**src/rtl/uart_rx_fifo.sv**
```systemverilog
// uart_rx_fifo: first-word-fall-through byte FIFO between uart_rx and the
// ALU interface. Pushes come from one-cycle rx_done strobes; the consumer pops
// with i_rd while o_valid is high. A push into a full FIFO is dropped and
// raises the sticky o_overflow flag. Push and pop in the same cycle at full
// both take place, so no byte is lost in that case.
//
// Optional feature: define UART_FIFO_DROP_CNT_EN to add o_drop_cnt, a
// saturating 8-bit count of dropped pushes. i_clr_ovf clears this count
// together with o_overflow.
module uart_rx_fifo #(
    parameter int N_DATA     = 8,
    parameter int DEPTH_LOG2 = 4
) (
    input  logic                  i_clk,
    input  logic                  i_rst,
    input  logic [N_DATA-1:0]     i_rx_data,
    input  logic                  i_rx_done,
    input  logic                  i_rd,
    input  logic                  i_clr_ovf,
    output logic [N_DATA-1:0]     o_data,
    output logic                  o_valid,
    output logic                  o_full,
    output logic [DEPTH_LOG2:0]   o_count,
`ifdef UART_FIFO_DROP_CNT_EN
    output logic [7:0]            o_drop_cnt,
`endif
    output logic                  o_overflow
);

    localparam int DEPTH = 1 << DEPTH_LOG2;
    // Occupancy value that means "every entry holds a byte"
    localparam logic [DEPTH_LOG2:0] FULL_CNT = {1'b1, {DEPTH_LOG2{1'b0}}};

    logic [N_DATA-1:0]     mem_q [DEPTH];
    logic [DEPTH_LOG2-1:0] wp_q, wp_d;
    logic [DEPTH_LOG2-1:0] rp_q, rp_d;
    logic [DEPTH_LOG2:0]   cnt_q, cnt_d;
    logic                  ovf_q, ovf_d;

    logic valid_s;
    logic full_s;
    logic pop_s;
    logic wr_en_s;
    logic drop_s;

    // Status decoded from the occupancy register only
    always_comb begin
        valid_s = (cnt_q != {(DEPTH_LOG2+1){1'b0}});
        full_s  = (cnt_q == FULL_CNT);
    end

    // Push/pop qualification and next-state for pointers, count and flag
    always_comb begin
        pop_s   = i_rd & valid_s;
        // A push is stored unless the FIFO is full and nothing leaves this cycle
        wr_en_s = i_rx_done & (~full_s | pop_s);
        drop_s  = i_rx_done & full_s & ~pop_s;

        wp_d  = wp_q;
        rp_d  = rp_q;
        cnt_d = cnt_q;
        ovf_d = ovf_q;

        if (wr_en_s) begin
            wp_d = wp_q + DEPTH_LOG2'(1);
        end else begin
            wp_d = wp_q;
        end

        if (pop_s) begin
            rp_d = rp_q + DEPTH_LOG2'(1);
        end else begin
            rp_d = rp_q;
        end

        case ({wr_en_s, pop_s})
            2'b10:   cnt_d = cnt_q + (DEPTH_LOG2+1)'(1);
            2'b01:   cnt_d = cnt_q - (DEPTH_LOG2+1)'(1);
            default: cnt_d = cnt_q;
        endcase

        // A drop in the same cycle as a clear keeps the flag set
        if (drop_s) begin
            ovf_d = 1'b1;
        end else if (i_clr_ovf) begin
            ovf_d = 1'b0;
        end else begin
            ovf_d = ovf_q;
        end
    end

    // Pointer, occupancy and overflow registers
    always_ff @(posedge i_clk or negedge i_rst) begin
        if (!i_rst) begin
            wp_q  <= {DEPTH_LOG2{1'b0}};
            rp_q  <= {DEPTH_LOG2{1'b0}};
            cnt_q <= {(DEPTH_LOG2+1){1'b0}};
            ovf_q <= 1'b0;
        end else begin
            wp_q  <= wp_d;
            rp_q  <= rp_d;
            cnt_q <= cnt_d;
            ovf_q <= ovf_d;
        end
    end

    // Storage array; contents are never read while empty, so it has no reset
    always_ff @(posedge i_clk) begin
        if (wr_en_s) begin
            mem_q[wp_q] <= i_rx_data;
        end
    end

`ifdef UART_FIFO_DROP_CNT_EN
    logic [7:0] drop_cnt_q, drop_cnt_d;

    // Saturating drop counter; a drop coinciding with a clear leaves it at 1
    always_comb begin
        drop_cnt_d = drop_cnt_q;
        if (i_clr_ovf && drop_s) begin
            drop_cnt_d = 8'd1;
        end else if (i_clr_ovf) begin
            drop_cnt_d = 8'd0;
        end else if (drop_s && (drop_cnt_q != 8'd255)) begin
            drop_cnt_d = drop_cnt_q + 8'd1;
        end else begin
            drop_cnt_d = drop_cnt_q;
        end
    end

    // Drop counter register
    always_ff @(posedge i_clk or negedge i_rst) begin
        if (!i_rst) begin
            drop_cnt_q <= 8'd0;
        end else begin
            drop_cnt_q <= drop_cnt_d;
        end
    end

    // Drop count output straight from its register
    always_comb begin
        o_drop_cnt = drop_cnt_q;
    end
`endif

    // Outputs depend on registers only; the head reads as zero when empty
    always_comb begin
        o_valid    = valid_s;
        o_full     = full_s;
        o_count    = cnt_q;
        o_overflow = ovf_q;
        if (valid_s) begin
            o_data = mem_q[rp_q];
        end else begin
            o_data = {N_DATA{1'b0}};
        end
    end

endmodule

```
**config.mk**
```make
export PLATFORM = sky130hd
export DESIGN_NAME = uart_rx_fifo
export DESIGN_NICKNAME = d
export VERILOG_FILES = /design/src/rtl/uart_rx_fifo.sv
export SDC_FILE = /design/constraint.sdc
export NUM_CORES = 1
export LEC_CHECK = 0
export BUFFER_PORTS_ARGS = -buffer_cell sky130_fd_sc_hd__buf_2
export CAP_MARGIN = 15
export CELL_PAD_IN_SITES_DETAIL_PLACEMENT = 1
export CELL_PAD_IN_SITES_GLOBAL_PLACEMENT = 1
export CORE_ASPECT_RATIO = 0.5
export CORE_MARGIN = 2
export CORE_UTILIZATION = 57
export CTS_CLUSTER_SIZE = 14
export DETAILED_ROUTE_END_ITERATION = 10
export GPL_TIMING_DRIVEN = 0
export HOLD_SLACK_MARGIN = 0.02
export PLACE_DENSITY = 0.92
export REMOVE_ABC_BUFFERS = 1
export SLEW_MARGIN = 20
export SYNTH_ARGS = -nofsm -noshare
export SYNTH_HDL_FRONTEND = slang
export SYNTH_SLANG_ARGS = --single-unit
export TNS_END_PERCENT = 1
```
**constraint.sdc**
```tcl
create_clock -name i_clk -period 4.4 [get_ports i_clk]
set_input_delay 0.44 -clock i_clk [delete_from_list [all_inputs] [get_ports i_clk]]
set_output_delay 0.44 -clock i_clk [all_outputs]
set_load 0.01 [all_outputs]
```
==> summary.txt <==
Outcome
  – Outcome: completed

Place
  – Gpl congestion: 0.744
  – Port bufs: 28
  – Placed cell areas: 0.00622 sq mm
  – Final HPWL DP: 8420 um

Layout
  – Most frequent cells in the layout: edfxtp_1, mux4_2, buf_2, clkbuf_16, dfrtp_1
  – Commonest non-fill, non-tap cell in the layout: edfxtp_1
  – # fillers: 842
  – Diodes inserted: 0
  – Final Cell Area: 0.00685 sq mm
  – Final #Nets: 366
  – Share of cells above drive strength 1: 33.7%
  – Area growth syn-to-layout: 16.4%

Timing
  – Setup TNS: 0 ns
  – Actual slew at the worst max-slew pin: 1.00 ns
  – Fin crit share: 74.1%
  – Fin. max-slew vios: 0
  – Max Clock Skew: 0.00930 ns
  – Final setup violating endpoints: 0
  – Final Hold Viols: 0
  – Worst slew margin: 33.0%
  – RSZ-0062 raised after global routing: false
  – Max Fclk: 307 MHz
  – Final min period: 3.26 ns

Global route
  – GRT Util Overall: 28.7%
  – Aggregate global routing overflow: 0
  – Largest net degree at the start of global routing: 26
  – Initial antenna violation count: 0
  – First-pass GRT wire length: 21900 um
  – Vias in the first global route: 3435

Power and ir drop
  – PD cells: 704 mW/mm^2
  – Peak supply drop: 0.000397 V
  – Static Leak: 2.32 nW

Drt
  – Wirelength per Cell: 29.5 um
  – Final wirelength: 14700 um
  – Antenna-violating nets left: 0
  – Via density: 6.46
  – Vias: 3224
  – Drt pass-1 iters: 5
  – 1st-iter DRT viols: 317
  – Detailed-route DRC error count: 0

Synth
  – Register area share after synthesis: 71.2%
  – Ys flop type: edfxtp_1
  – Async SR Flop Fraction: 9.86%
  – Yosys warns: 0
  – Yosys cell types: 44
  – Syn_area_per_cell: 19.2 sq um
  – Cell area after synthesis: 0.00589 sq mm
  – Post-Synthesis Cells: 307
  – Register bit total from synthesis: 142
  – Synth top area cells: edfxtp_1, mux4_2, dfrtp_1, mux2_2, mux2i_1
  – EDFF count, synth: 128
  – Top-area cell type share of the netlist area: 65.3%
  – Synth area leader: edfxtp_1

Clocking
  – Num CTS Buffers: 17
  – Post-CTS Setup Inserts: 0
  – Clk buf depth: 2
  – Clock root cell: clkbuf_16
  – Worst-Skew Late Latency: 0.43 ns
  – CTS tree: yes
  – Reg clk slew, reported paths: 0.06 ns
  – Clock sink count: 142
  – Post-CTS sizing: 0
  – Hold buffer count at CTS: 1
  – H-tree depth: 4

Critical path
  – Data arrival time of the critical path: 2.82 ns
  – CP Launch Type: flop
  – Buf+Inv Stages, Crit Path: 2
  – CP endpoint kind: output pin
  – Cell family with most CP delay: flip-flops
  – CP Class: reg -> out
  – Crit path largest cell delay: 0.85 ns
  – Worst path cell trace: buf_16, mux4_2, mux2_2, o21ai_0, a21oi_1, buf_2
  – Critical-path top delay cell: dfrtp_2
  – Required time worst endpoint: 3.96 ns
  – Crit-path max FO: 21

Die
  – Core Area: 0.0101 sq mm
  – # IOs: 29
  – Die area: 0.0112 sq mm
  – Starting Density: 58.2%
  – Die height: 75.9 um
  – Row count: 26
  – Die width: 148 um

Hold path
  – Min-delay worst type: in -> reg

Flow run
  – Max-cap violations: 0
==> through the flow <==
stage               setup WS [ns]  util, %  hold WS [ns]  power [mW]  instances
global route                 1.03     67.7         0.195        5.00        499
floorplan                    1.68        -         0.144        2.72        292
detailed placement           1.67     61.5         0.360        3.25        466
finish                       1.14     67.7         0.207        4.83        499
global placement             1.00     60.4         0.356        3.08        460
CTS                          1.13     67.7         0.194        4.84        499
==> flip-flops by register name, indices dropped and copies added (netlist names) <==
signal / cells
wp_q: 4
mem_q: 128
o_overflow: 1
o_count: 5
rp_q: 4
==> Yosys cell counts, types with 3 or more instances <==
library cell / n
nand2_1: 4
nand3_1: 4
buf_2: 7
mux2_2: 9
edfxtp_1: 128
inv_1: 9
a21oi_1: 10
and2_1: 8
dfrtp_1: 14
o21ai_0: 8
nand2b_1: 3
mux2i_1: 10
o21ai_1: 3
nor4_1: 4
nor2_1: 8
xnor2_1: 6
mux4_2: 32
ha_1: 7
buf_6: 3
xor2_1: 3
==> worst paths after layout <==
check	startpoint	end	depth (start not counted)	slack [ns]
worst min-delay path	i_clr_ovf	o_overflow$_DFFE_PN0P_	2	0.21
max in group asynchronous	i_rst	rp_q[1]$_DFFE_PN0N_	2	3.68
worst max register to register	o_count[1]$_DFFE_PN0P_	o_count[4]$_DFFE_PN0P_	8	1.77
worst max-delay path	rp_q[1]$_DFFE_PN0N_	o_data[3]	6	1.14
min in group asynchronous	i_rst	wp_q[2]$_DFFE_PN0P_	2	0.45
worst min register to register	o_overflow$_DFFE_PN0P_	o_overflow$_DFFE_PN0P_	2	0.54
==> layer usage <==
metal	share of wire, %	vias to the layer above	track usage (%)
met2	48	184	44.0
met4	3.0	0	13.2
li1	-	1311	-
met5	0	-	0
met3	8.3	42	10.7
met1	41	1687	37.6
==> worst register-to-register path: cells and delay by family (launching register included) <==
kind | cells | cell delay, ns
AOI/OAI and AO/OA | 3 | 0.82
and+or+nand+nor | 2 | 0.61
DFF | 1 | 0.50
xor gates and xnor gates | 1 | 0.19
adders and majority gates | 1 | 0.25
muxes | 1 | 0.13
==> cells by family after synthesis <==
kind of cell	after synthesis	synth area share (%)
buffers and inverters	24	2.15
AND/OR/NAND/NOR	42	4.44
AO/OA/AOI/OAI	31	3.42
adder cells (fa/ha/maj)	7	1.49
XOR/XNOR	9	1.34
multiplexers	52	15.9
flip-flops	142	71.2
==> where the power goes <==
| group | leakage (nW) | switching, mW | total (mW) | internal, mW |
|---|---|---|---|---|
| Sequential | 1.32 | 0.337 | 1.99 | 1.65 |
| Combinational | 0.720 | 0.634 | 1.31 | 0.671 |
| Clock | 0.283 | 0.587 | 1.53 | 0.945 |
==> layout make-up <==
class                   count  area, sq um  share of cell area (%)
flip-flops and latches    142         4200                    61.2
multi-input cells         141         1590                    23.2
clock buffers              17          425                    6.21
repair buffers             35          235                    3.43
clock inverters            15          195                    2.85
well taps                 140          175                    2.56
inverters                   9         33.8                   0.493
Note: power is estimated with default switching activity, not from simulation.
